<file path="src/rtl/stream_chk_pkg.sv">
// Shared types and constants for the stream sequence checker and its
// matching transmit-side generator.
package stream_chk_pkg;

    localparam int MODE_INC  = 0;
    localparam int MODE_LFSR = 1;

    typedef enum logic [1:0] {
        IDLE = 2'd0,
        RUN  = 2'd1,
        DONE = 2'd2
    } state_t;

    // Galois feedback masks for a right-shifting LFSR (bit 0 shifts out).
    localparam logic [31:0] LFSR_TAPS_8  = 32'h0000_00B8; // x^8+x^6+x^5+x^4+1
    localparam logic [31:0] LFSR_TAPS_16 = 32'h0000_B400; // x^16+x^14+x^13+x^11+1
    localparam logic [31:0] LFSR_TAPS_24 = 32'h00E1_0000; // x^24+x^23+x^22+x^17+1
    localparam logic [31:0] LFSR_TAPS_32 = 32'h8020_0003; // x^32+x^22+x^2+x+1

    // Widths without a table entry fall back to a two-tap mask; it still
    // never locks up from a nonzero seed, but the period is not guaranteed
    // to be maximal.
    function automatic logic [31:0] lfsr_taps(input int width);
        case (width)
            8:       return LFSR_TAPS_8;
            16:      return LFSR_TAPS_16;
            24:      return LFSR_TAPS_24;
            32:      return LFSR_TAPS_32;
            default: return (32'd1 << (width - 1)) | 32'd1;
        endcase
    endfunction

endpackage

</file>
<file path="src/rtl/seq_gen.sv">
// Expected-sequence generator: incrementing counter or Galois LFSR.
// Shared by the receive checker and the transmit stream source.
module seq_gen
    import stream_chk_pkg::*;
#(
    parameter int                DATA_W = 16,
    parameter int                MODE   = MODE_INC,
    parameter logic [DATA_W-1:0] SEED   = DATA_W'(1)
) (
    input  logic              clk,
    input  logic              rst_n,
    input  logic              load,
    input  logic              advance,
    output logic [DATA_W-1:0] value
);

    localparam logic [DATA_W-1:0] TAPS = DATA_W'(lfsr_taps(DATA_W));

    logic [DATA_W-1:0] value_nxt;

    // Next value of the sequence; counter wraps naturally at all-ones.
    always_comb begin
        value_nxt = value;
        if (MODE == MODE_LFSR) begin
            value_nxt = (value >> 1) ^ (value[0] ? TAPS : '0);
        end else begin
            value_nxt = value + DATA_W'(1);
        end
    end

    // Sequence register: load restarts at SEED, advance steps once.
    always_ff @(posedge clk or negedge rst_n) begin
        if (!rst_n) begin
            value <= SEED;
        end else if (load) begin
            value <= SEED;
        end else if (advance) begin
            value <= value_nxt;
        end
    end

endmodule

</file>
<file path="config.mk">
export PLATFORM = sky130hd
export DESIGN_NAME = seq_gen
export DESIGN_NICKNAME = d
export VERILOG_FILES = /design/src/rtl/stream_chk_pkg.sv /design/src/rtl/seq_gen.sv
export SDC_FILE = /design/constraint.sdc
export NUM_CORES = 1
export LEC_CHECK = 0
export BUFFER_PORTS_ARGS = -buffer_cell sky130_fd_sc_hd__buf_4
export CORE_MARGIN = 4
export CORE_UTILIZATION = 30
export CTS_CLUSTER_DIAMETER = 50
export DETAILED_ROUTE_END_ITERATION = 10
export HOLD_SLACK_MARGIN = 0.02
export MAX_ROUTING_LAYER = met4
export PLACE_DENSITY_LB_ADDON = 0.15
export SLEW_MARGIN = 20
export SYNTH_ARGS = -nofsm -noshare
export SYNTH_HDL_FRONTEND = slang
export SYNTH_SLANG_ARGS = --single-unit
</file>
<file path="constraint.sdc">
create_clock -name clk -period 1.65 [get_ports clk]
set_clock_uncertainty 0.1 [all_clocks]
set_input_delay 0 -clock clk [delete_from_list [all_inputs] [get_ports clk]]
set_output_delay 0 -clock clk [all_outputs]
set_load 0.005 [all_outputs]
</file>
==> metrics.txt, run 1 <==
# TYPE chip_impl_metric gauge
chip_impl_info{name="cp_cell_sequence",value="nand3_2, nor3_4, nor3b_4, mux2_4"} 1
chip_impl_metric{name="timing.final.max_slew_violations",unit=""} 0
chip_impl_info{name="grt_setup_unrepaired",value="yes"} 1
chip_impl_metric{name="place_hpwl",unit="um"} 1495
chip_impl_info{name="critical-path-slowest-cell",value="dfstp_2"} 1
chip_impl_metric{name="via_count_of_the_first_global_routing_pass",unit=""} 712
chip_impl_metric{name="clkTransAtPathRegs",unit="ns"} 0.09
chip_impl_metric{name="setup_viol_count_final",unit=""} 0
chip_impl_metric{name="final.min_clock_period",unit="ns"} 1.612
chip_impl_info{name="timing.critical_path.max_delay_family",value="flip-flops"} 1
chip_impl_metric{name="area_growth",unit="%"} 43.57
chip_impl_metric{name="initial_utilization",unit="%"} 31.49
chip_impl_metric{name="grt_first_pass_wirelength",unit="um"} 3353
chip_impl_metric{name="post-layout-total-power",unit="W"} 0.0007335
chip_impl_metric{name="cp.required",unit="ns"} 1.73
chip_impl_metric{name="multi_input_area",unit="um2"} 484.2
chip_impl_metric{name="timing.critical_path.fanout_max",unit=""} 3
chip_impl_info{name="critical_path_launch_point_type",value="flip-flop"} 1
chip_impl_metric{name="drc",unit=""} 0
chip_impl_info{name="min_path_type",value="in2async"} 1
chip_impl_metric{name="std_cell_rows",unit=""} 19
chip_impl_metric{name="remaining_max_slew_budget_at_the_tightest_pin",unit="%"} 50.88
chip_impl_metric{name="route.final.wire_length",unit="um"} 2146
chip_impl_metric{name="synthesis.area",unit="um2"} 875.8
chip_impl_metric{name="number_of_buffer_and_inverter_stages_on_the_critical_path",unit=""} 0
chip_impl_metric{name="synth_edf_count",unit=""} 0
chip_impl_metric{name="grt_overflow",unit=""} 0
chip_impl_metric{name="grt_util_met3",unit="%"} 3.099
chip_impl_metric{name="clk-insertion-delay-late",unit="ns"} 0.29
chip_impl_metric{name="setup_total_negative_slack",unit="ns"} 0
chip_impl_metric{name="globalRouteMet2Util",unit="%"} 19.23
chip_impl_metric{name="floorplan.die.height",unit="um"} 62.03
chip_impl_metric{name="drt_pass1_iterations",unit=""} 4
chip_impl_metric{name="grt_start_max_net_pins",unit=""} 20
chip_impl_info{name="result_of_the_run",value="complete, no violations"} 1
chip_impl_metric{name="drive_gt1_share",unit="%"} 43.33
chip_impl_metric{name="gp_congestion",unit=""} 0.7560
chip_impl_metric{name="fmax",unit="MHz"} 620.2
chip_impl_metric{name="timing.reg2reg.setup_slack",unit="ns"} 0.04
chip_impl_metric{name="vias",unit=""} 745
chip_impl_metric{name="report.final.hold_viol_count",unit=""} 0
chip_impl_metric{name="ys_warn_count",unit=""} 0
chip_impl_info{name="synth_top_cell_by_area",value="dfrtp_1"} 1
chip_impl_metric{name="htree_num_levels",unit=""} 1
chip_impl_metric{name="number_of_flip_flops_in_the_largest_register",unit=""} 16
chip_impl_metric{name="max_incr_delay_on_cp",unit="ns"} 0.59
chip_impl_info{name="synth_area_leaders",value="dfrtp_1, xnor2_1, nor4_2"} 1
chip_impl_metric{name="power.density_cell_area",unit="nW/um2"} 583.3
chip_impl_metric{name="antenna_left",unit=""} 0
chip_impl_metric{name="vdd_drop_max",unit="mV"} 0.3289
chip_impl_info{name="top_register",value="value"} 1
chip_impl_metric{name="nets",unit=""} 126
chip_impl_metric{name="antenna_found_initial",unit=""} 0
chip_impl_metric{name="wire_per_inst",unit="um"} 14.21
chip_impl_info{name="criticalPathCategory",value="reg2reg"} 1
chip_impl_info{name="most_common_library_cell_in_the_layout_ignoring_fill_and_taps",value="buf_4"} 1
chip_impl_metric{name="die_width",unit="um"} 62.03
chip_impl_info{name="crit_path_end_kind",value="flip-flop"} 1
chip_impl_metric{name="synthDistinctLibCells",unit=""} 29
chip_impl_metric{name="sequential_fraction_of_the_synthesis_area",unit="%"} 45.86
chip_impl_metric{name="num-fill-cells",unit=""} 271
chip_impl_info{name="layout.cells.most_common_list",value="buf_4, dfrtp_1, nor2_1"} 1
chip_impl_metric{name="syn_inst",unit=""} 82
chip_impl_metric{name="synth.ff_latch_count",unit=""} 16
chip_impl_metric{name="place.port_buffers",unit=""} 19
chip_impl_metric{name="groute.usage.overall",unit="%"} 12.72
chip_impl_metric{name="seqCellArea",unit="um2"} 401.6
chip_impl_metric{name="num_io_pins",unit=""} 20
chip_impl_metric{name="power.static_leakage",unit="nW"} 0.5901
chip_impl_metric{name="avg_vias_per_cell",unit=""} 4.934
chip_impl_metric{name="insertedDiodeCount",unit=""} 0
chip_impl_metric{name="max_slew.worst_pin.slew",unit="ns"} 0.7343
chip_impl_metric{name="max_cap_violations",unit=""} 0
chip_impl_metric{name="critPathArrivalTime",unit="ns"} 1.70
chip_impl_metric{name="placed_area",unit="um2"} 1141
chip_impl_metric{name="initialDrtViolationCount",unit=""} 42
chip_impl_metric{name="synthesis.area_per_instance",unit="um2"} 10.68
chip_impl_metric{name="met1_usage",unit="%"} 16.08
chip_impl_metric{name="design_area",unit="um2"} 1257
chip_impl_info{name="dominantRegCellSynth",value="dfrtp_1"} 1
chip_impl_info{name="biggestRegsByFlops",value="value: 16 flops"} 1
chip_impl_info{name="tritoncts",value="built"} 1
chip_impl_metric{name="core",unit="um2"} 2781
chip_impl_metric{name="fp.dieArea",unit="um2"} 3848
chip_impl_info{name="cts_root_buffer",value="clkbuf_4"} 1
chip_impl_metric{name="mappedNetlistNets",unit=""} 87
chip_impl_metric{name="max-clock-path-buffers",unit=""} 2
chip_impl_metric{name="finalCritPeriodShare",unit="%"} 97.72
chip_impl_metric{name="numCtsBuffers",unit=""} 3
chip_impl_metric{name="asyncSetResetFlopFracSynth",unit="%"} 100.0
chip_impl_metric{name="cts.sink_count",unit=""} 16
chip_impl_info{name="globalRoute.busiestLayer",value="met2"} 1
chip_impl_metric{name="yosys.area.top_type_share",unit="%"} 42.86
## cell usage after synthesis, drive strengths merged (2+ instances only)
| cell | number |
|---|---|
| dfrtp | 15 |
| xor2 | 3 |
| mux2 | 2 |
| or3 | 3 |
| buf | 3 |
| nand4 | 5 |
| nor2 | 13 |
| inv | 3 |
| a21oi | 3 |
| o21ai | 3 |
| nand2 | 4 |
| nand3 | 2 |
| xnor2 | 7 |
| nor3 | 2 |
| nor4 | 4 |
## area by class of cell
cell class              count  area share (%)
clock buffers               4           2.090
inverters                   3          0.8955
multi-input cells          59           38.51
flip-flops and latches     16           31.94
well taps                  31           3.085
repair buffers             38           23.48
## layer usage
layer  part of all wire [%]  up-vias
met5                      0        -
met4                    1.8        0
met3                    4.7        4
met2                     45       24
met1                     48      357
li1                       -      360
## power breakdown
part / internal [W] / switching, W / total [W]
sequential: 0.000402 / 0.0000104 / 0.000412
clock: 0.0000941 / 0.000131 / 0.000225
combinational: 0.0000482 / 0.0000486 / 0.0000968
total: 0.000544 / 0.000190 / 0.000734
## worst paths after layout
check	startpoint	endpoint	depth (start not counted)
max reg2reg	value[0]	value[15]	4
min in group clk	load	value[6]	3
max	value[0]	value[15]	4
min reg2reg	value[13]	value[13]	2
min	rst_n	value[0]	2
max in group asynchronous	rst_n	value[7]	3
## per-stage QoR
stage          util [%]  worst slack, ns  hold slack [ns]  cells
6_report          45.21          0.03763          0.09790    151
5_1_grt           45.21         -0.02512          0.09931    151
4_1_cts           43.59          0.01007          0.08858    150
3_5_place_dp      41.03         0.005379          -0.2202    142
3_3_place_gp      41.03          0.01088          -0.2236    142
2_1_floorplan         -          0.01005          -0.3956     82
## worst reg2reg max path, stage by stage, from the launching register on
cell and delay [ns]:
dfstp_2 0.59, nand3_2 0.13, nor3_4 0.16, nor3b_4 0.22, mux2_4 0.31
## logic make-up (layout without fill, tap and decap cells)
logic type	count (synthesis)	in the layout	share of synthesized area (%)
AND/OR/NAND/NOR	38	38	27.57
flip-flops	16	16	45.86
XOR/XNOR	10	10	10.00
AO/OA/AOI/OAI	7	7	5.856
buffers and inverters	7	45	5.142
multiplexers	3	3	4.142
adder cells (fa/ha/maj)	1	1	1.428
## timing repair
action | 4_1_cts | 5_1_grt
buffers inserted | 0 | 1
pin swaps | 0 | 1
hold buffers | 4 | 0
gates resized for setup | 1 | 6
endpoints found under the hold margin | 30 | 0
setup endpoints to repair | 1 | 3
Power figures use the tool's default switching activity.
==> run 2, diff against run 1 <==
--- a/config.mk
+++ b/config.mk
@@ -8,6 +8,7 @@
 export BUFFER_PORTS_ARGS = -buffer_cell sky130_fd_sc_hd__buf_4
 export CORE_MARGIN = 4
 export CORE_UTILIZATION = 30
+export CTS_BUF_LIST = sky130_fd_sc_hd__clkbuf_8
 export CTS_CLUSTER_DIAMETER = 50
 export DETAILED_ROUTE_END_ITERATION = 10
 export HOLD_SLACK_MARGIN = 0.02
==> run 2 against run 1 <==
Against the previous run: core utilization grew 0.72 points; clock-buffer cell count shrank 1; largest cell class unchanged; combinational power grew 2.7%; highest routed layer unchanged; worst hold slack lost 0.053 ns; critical endpoint unchanged; cell count is the same; total power grew 9.8%; largest power group unchanged; wire length shrank 3.0%; via count shrank 2.1%.
==> metrics.txt, run 2 (synthesis gave the netlist of run 1 again) <==
# TYPE chip_impl_metric gauge
chip_impl_metric{name="timing.critical_path.fanout_max",unit=""} 3
chip_impl_metric{name="power.density_cell_area",unit="nW/um2"} 630.3
chip_impl_metric{name="finalCritPeriodShare",unit="%"} 97.75
chip_impl_info{name="criticalPathCategory",value="reg2reg"} 1
chip_impl_metric{name="die_width",unit="um"} 62.03
chip_impl_metric{name="antenna_found_initial",unit=""} 0
chip_impl_metric{name="report.final.hold_viol_count",unit=""} 0
chip_impl_metric{name="htree_num_levels",unit=""} 1
chip_impl_metric{name="insertedDiodeCount",unit=""} 0
chip_impl_metric{name="fmax",unit="MHz"} 620.0
chip_impl_info{name="layout.cells.most_common_list",value="buf_4, dfrtp_1, nor2_1"} 1
chip_impl_metric{name="drc",unit=""} 0
chip_impl_metric{name="max_incr_delay_on_cp",unit="ns"} 0.57
chip_impl_metric{name="antenna_left",unit=""} 0
chip_impl_info{name="grt_setup_unrepaired",value="yes"} 1
chip_impl_metric{name="final.min_clock_period",unit="ns"} 1.613
chip_impl_info{name="critical-path-slowest-cell",value="dfstp_2"} 1
chip_impl_metric{name="groute.usage.overall",unit="%"} 11.99
chip_impl_metric{name="route.final.wire_length",unit="um"} 2081
chip_impl_metric{name="place.port_buffers",unit=""} 19
chip_impl_info{name="crit_reg_reg_startpoint",value="value[0]"} 1
chip_impl_metric{name="place_hpwl",unit="um"} 1495
chip_impl_metric{name="std_cell_rows",unit=""} 19
chip_impl_metric{name="max_cap_violations",unit=""} 0
chip_impl_metric{name="drive_gt1_share",unit="%"} 43.33
chip_impl_metric{name="num_io_pins",unit=""} 20
chip_impl_info{name="cp_cell_sequence",value="nand3_2, nor3_4, nor3b_4, mux2_4"} 1
chip_impl_metric{name="vdd_drop_max",unit="mV"} 0.3365
chip_impl_metric{name="grt_overflow",unit=""} 0
chip_impl_metric{name="cts.sink_count",unit=""} 16
chip_impl_metric{name="drt_pass1_iterations",unit=""} 4
chip_impl_metric{name="grt_first_pass_wirelength",unit="um"} 3229
chip_impl_info{name="crit_path_end_kind",value="flip-flop"} 1
chip_impl_metric{name="clk-insertion-delay-late",unit="ns"} 0.25
chip_impl_metric{name="remaining_max_slew_budget_at_the_tightest_pin",unit="%"} 63.69
chip_impl_metric{name="timing.final.max_slew_violations",unit=""} 0
chip_impl_metric{name="final_core_util",unit="%"} 45.93
chip_impl_info{name="tritoncts",value="built"} 1
chip_impl_metric{name="area_growth",unit="%"} 45.86
chip_impl_metric{name="vias",unit=""} 729
chip_impl_info{name="cp-startpoint",value="value[0]"} 1
chip_impl_metric{name="max-clock-path-buffers",unit=""} 2
chip_impl_metric{name="initialDrtViolationCount",unit=""} 23
chip_impl_metric{name="cp.required",unit="ns"} 1.68
chip_impl_info{name="top_register",value="value"} 1
chip_impl_info{name="cts_root_buffer",value="clkbuf_8"} 1
chip_impl_metric{name="clkTransAtPathRegs",unit="ns"} 0.06
chip_impl_metric{name="avg_vias_per_cell",unit=""} 4.828
chip_impl_metric{name="max_slew.worst_pin.slew",unit="ns"} 0.5429
chip_impl_metric{name="setup_viol_count_final",unit=""} 0
chip_impl_info{name="critical_path_launch_point_type",value="flip-flop"} 1
chip_impl_metric{name="nets",unit=""} 126
chip_impl_metric{name="gp_congestion",unit=""} 0.7560
chip_impl_info{name="biggestRegsByFlops",value="value: 16 flops"} 1
chip_impl_metric{name="numCtsBuffers",unit=""} 3
chip_impl_metric{name="num-fill-cells",unit=""} 268
chip_impl_metric{name="via_count_of_the_first_global_routing_pass",unit=""} 707
chip_impl_metric{name="number_of_flip_flops_in_the_largest_register",unit=""} 16
chip_impl_metric{name="fp.dieArea",unit="um2"} 3848
chip_impl_metric{name="power.static_leakage",unit="nW"} 0.6183
chip_impl_metric{name="grt_start_max_net_pins",unit=""} 17
chip_impl_info{name="most_common_library_cell_in_the_layout_ignoring_fill_and_taps",value="buf_4"} 1
chip_impl_info{name="result_of_the_run",value="complete, no violations"} 1
chip_impl_metric{name="initial_utilization",unit="%"} 31.49
chip_impl_metric{name="critPathArrivalTime",unit="ns"} 1.64
chip_impl_metric{name="wire_per_inst",unit="um"} 13.78
chip_impl_info{name="min_path_type",value="in2async"} 1
chip_impl_metric{name="floorplan.die.height",unit="um"} 62.03
chip_impl_metric{name="timing.hold.ws",unit="ns"} 0.04508
chip_impl_metric{name="core",unit="um2"} 2781
-- run 2: cell count changes in the layout (fill, tap and decap cells not counted) --
cell / before / now
clkbuf_4: 3 / 0
clkbuf_8: 0 / 3
buf_6: 0 / 1
clkbuf_1: 1 / 0
dlygate4sd3_1: 4 / 3
inv_1: 3 / 4
nand2_2: 1 / 0
nand2_4: 0 / 1
nand3_1: 0 / 1
nand3_2: 2 / 1
-- run 2: repair_timing --
| item | CTS | global route |
|---|---|---|
| pin swaps | 0 | 2 |
| resized for setup | 1 | 7 |
| hold buffers | 3 | 0 |
| endpoints found under the hold margin | 30 | 0 |
| setup buffers | 0 | 2 |
| endpoints found under the setup margin | 1 | 3 |
-- run 2: worst max-delay path, delay by kind of cell, from the launching register on --
family,cells,cell delay (ns)
flops,1,0.57
mux,1,0.31
simple gates,3,0.51
-- run 2: area by class of cell --
cell class,count,area (um2),area share [%]
timing repair buffer,38,296.5,23.21
clock inverter,1,3.754,0.2938
clock buffer,3,41.29,3.232
multi-input combinational,59,484.2,37.90
inverter,3,11.26,0.8815
sequential,16,401.6,31.44
tap,31,38.79,3.036
-- run 2: per-layer routing --
metal | GRT usage (%) | vias to the layer above | routed length, um | part of all wire (%)
li1 | - | 359 | - | -
met1 | 15.63 | 354 | 990 | 48
met2 | 18.20 | 14 | 1005 | 48
met3 | 2.479 | 2 | 74 | 3.6
met4 | 4.545 | 0 | 10 | 0.48
met5 | - | - | 0 | 0
-- run 2: final timing paths --
path,to,slack (ns),cells after the start
max in group asynchronous,value[0],1.14,2
min reg2reg,value[13],0.49,2
min,value[11],0.05,2
max reg2reg,value[15],0.04,4
max,value[15],0.04,4
min in group clk,value[14],0.05,3
-- run 2: through the flow --
step | std cells | TNS [ns] | setup slack (ns) | total power [W] | cell area [um2]
2_1_floorplan | 82 | 0 | 0.01005 | 0.0004598 | 888.4
3_3_place_gp | 142 | 0 | 0.01088 | 0.0005064 | 1141
3_5_place_dp | 142 | 0 | 0.005379 | 0.0005063 | 1141
4_1_cts | 149 | 0 | 0.0004579 | 0.0008192 | 1221
5_1_grt | 151 | -0.06097 | -0.03217 | 0.0008560 | 1277
6_report | 151 | 0 | 0.03712 | 0.0008052 | 1277
-- run 2: report_power, final --
group	total, W	leakage [nW]	internal (W)	switching, W
Combinational	0.0000994	0.372	0.0000500	0.0000493
Sequential	0.000412	0.219	0.000402	0.0000103
Clock	0.000294	0.0269	0.000165	0.000129
==> run 3, diff against run 2 <==
--- a/config.mk
+++ b/config.mk
@@ -13,7 +13,6 @@
 export DETAILED_ROUTE_END_ITERATION = 10
 export HOLD_SLACK_MARGIN = 0.02
 export MAX_ROUTING_LAYER = met4
-export PLACE_DENSITY_LB_ADDON = 0.15
 export SLEW_MARGIN = 20
 export SYNTH_ARGS = -nofsm -noshare
 export SYNTH_HDL_FRONTEND = slang
==> run 3 against run 2 <==
Against the previous run: non-clock buffer count is 2 lower; register-to-register slack better by 0.02 ns; combinational power is 0.9% lower; sequential share of layout area up 1.1 points; sequential cell count unchanged; critical endpoint is now value[0].
==> metrics.txt, run 3 (synthesis gave the netlist of run 1 again) <==
# TYPE chip_impl_metric gauge
chip_impl_info{name="result_of_the_run",value="complete, no violations"} 1
chip_impl_info{name="grt_setup_unrepaired",value="yes"} 1
chip_impl_metric{name="insertedDiodeCount",unit=""} 0
chip_impl_info{name="cts_root_buffer",value="clkbuf_8"} 1
chip_impl_metric{name="avg_vias_per_cell",unit=""} 4.899
chip_impl_metric{name="vias",unit=""} 730
chip_impl_metric{name="grt_overflow",unit=""} 0
chip_impl_info{name="layout.cells.most_common_list",value="buf_4, dfrtp_1, nor2_1"} 1
chip_impl_metric{name="critPathArrivalTime",unit="ns"} 1.67
chip_impl_metric{name="power.static_leakage",unit="nW"} 0.5336
chip_impl_metric{name="finalCritPeriodShare",unit="%"} 96.71
chip_impl_metric{name="place.port_buffers",unit=""} 19
chip_impl_metric{name="postLayoutSetupSlackWorst",unit="ns"} 0.05421
chip_impl_metric{name="max_slew.worst_pin.slew",unit="ns"} 0.2469
chip_impl_metric{name="drt_pass1_iterations",unit=""} 4
chip_impl_metric{name="initialDrtViolationCount",unit=""} 14
chip_impl_metric{name="place_worst_setup_slack",unit="ns"} -0.006498
chip_impl_metric{name="setup_viol_count_final",unit=""} 0
chip_impl_metric{name="num-fill-cells",unit=""} 271
chip_impl_info{name="crit_path_end_kind",value="flip-flop"} 1
chip_impl_metric{name="seqCellArea",unit="um2"} 401.6
chip_impl_metric{name="multi_input_area",unit="um2"} 441.7
chip_impl_metric{name="remaining_max_slew_budget_at_the_tightest_pin",unit="%"} 83.40
chip_impl_metric{name="fp.dieArea",unit="um2"} 3848
chip_impl_metric{name="vdd_drop_max",unit="mV"} 0.4557
chip_impl_metric{name="std_cell_rows",unit=""} 19
chip_impl_metric{name="core",unit="um2"} 2781
chip_impl_metric{name="cts.sink_count",unit=""} 16
chip_impl_metric{name="clk-insertion-delay-late",unit="ns"} 0.25
chip_impl_metric{name="place_hpwl",unit="um"} 1516
chip_impl_metric{name="htree_num_levels",unit=""} 1
chip_impl_info{name="top_register",value="value"} 1
chip_impl_info{name="biggestRegsByFlops",value="value: 16 flops"} 1
chip_impl_metric{name="cp.required",unit="ns"} 1.73
chip_impl_metric{name="grt_first_pass_wirelength",unit="um"} 3470
chip_impl_metric{name="numCtsBuffers",unit=""} 3
chip_impl_metric{name="number_of_flip_flops_in_the_largest_register",unit=""} 16
chip_impl_metric{name="die_width",unit="um"} 62.03
chip_impl_metric{name="post-layout-total-power",unit="W"} 0.0008663
chip_impl_metric{name="power.density_cell_area",unit="nW/um2"} 700.8
chip_impl_metric{name="floorplan.die.height",unit="um"} 62.03
chip_impl_metric{name="timing.hold.ws",unit="ns"} 0.04629
chip_impl_metric{name="antenna_left",unit=""} 0
chip_impl_metric{name="setup_total_negative_slack",unit="ns"} 0
chip_impl_info{name="critical_path_launch_point_type",value="flip-flop"} 1
chip_impl_info{name="most_common_library_cell_in_the_layout_ignoring_fill_and_taps",value="buf_4"} 1
chip_impl_metric{name="max-clock-path-buffers",unit=""} 2
chip_impl_metric{name="wire_per_inst",unit="um"} 13.74
chip_impl_metric{name="r2r.worst_path.cells",unit=""} 4
chip_impl_metric{name="fmax",unit="MHz"} 626.7
chip_impl_metric{name="via_count_of_the_first_global_routing_pass",unit=""} 758
chip_impl_metric{name="clkTransAtPathRegs",unit="ns"} 0.07
chip_impl_metric{name="timing.final.max_slew_violations",unit=""} 0
chip_impl_metric{name="max_cap_violations",unit=""} 0
chip_impl_metric{name="gp_congestion",unit=""} 0.7907
chip_impl_metric{name="area_growth",unit="%"} 41.14
chip_impl_metric{name="timing.critical_path.fanout_max",unit=""} 4
chip_impl_info{name="tritoncts",value="built"} 1
chip_impl_metric{name="antenna_found_initial",unit=""} 0
chip_impl_info{name="min_path_type",value="in2async"} 1
chip_impl_metric{name="drive_gt1_share",unit="%"} 40.68
chip_impl_metric{name="num_io_pins",unit=""} 20
chip_impl_metric{name="report.final.hold_viol_count",unit=""} 0
chip_impl_metric{name="grt_start_max_net_pins",unit=""} 20
chip_impl_metric{name="route.final.wire_length",unit="um"} 2048
chip_impl_metric{name="groute.usage.overall",unit="%"} 12.76
chip_impl_metric{name="nets",unit=""} 124
chip_impl_metric{name="initial_utilization",unit="%"} 31.49
chip_impl_metric{name="drc",unit=""} 0
chip_impl_info{name="criticalPathCategory",value="reg2reg"} 1
chip_impl_metric{name="final.min_clock_period",unit="ns"} 1.596
[run 3: layout make-up]
class,count,area share (%)
multi-input combinational,59,35.73
sequential,16,32.49
tap,31,3.138
clock buffer,4,4.453
inverter,3,0.9109
timing repair buffer,36,23.28
[run 3: power by group]
group,switching (W),internal (W)
sequential,0.00000898,0.000402
clock,0.000145,0.000212
combinational,0.0000470,0.0000515
total,0.000201,0.000665
[run 3: stage by stage]
step                instance area (um2)  utilization, %  std cells
floorplan                         888.4               -         82
CTS                                1229           44.17        149
detailed placement                 1134           40.76        141
finish                             1236           44.44        149
global route                       1236           44.44        149
global placement                   1134           40.76        141
[run 3: what timing repair did]
item                                    CTS  global route
setup buffers                             0             0
pin swaps                                 1             0
endpoints found under the setup margin    1             3
hold buffers                              4             0
endpoints found under the hold margin    30             0
gates resized for setup                   0             2
[run 3: worst paths after layout]
path | from | end | slack, ns
max | value[0] | value[0] | 0.05
max in group asynchronous | rst_n | value[0] | 1.15
min reg2reg | value[13] | value[13] | 0.48
min in group clk | value[13] | value[13] | 0.48
max reg2reg | value[0] | value[0] | 0.05
min | rst_n | value[1] | 0.05
[run 3: per-layer routing]
layer / global-route usage, % / part of all wire, % / vias to the layer above
li1: - / - / 354
met1: 15.07 / 44 / 361
met2: 21.45 / 52 / 15
met3: 2.479 / 3.6 / 0
met4: 4.545 / 0 / 0
met5: - / 0 / -
[run 3: worst max-delay path, stage by stage (launching register included)]
cell	delay (ns)
dfstp_2	0.58
buf_6	0.12
xnor2_1	0.11
nand2b_1	0.06
dlygate4sd3_1	0.55
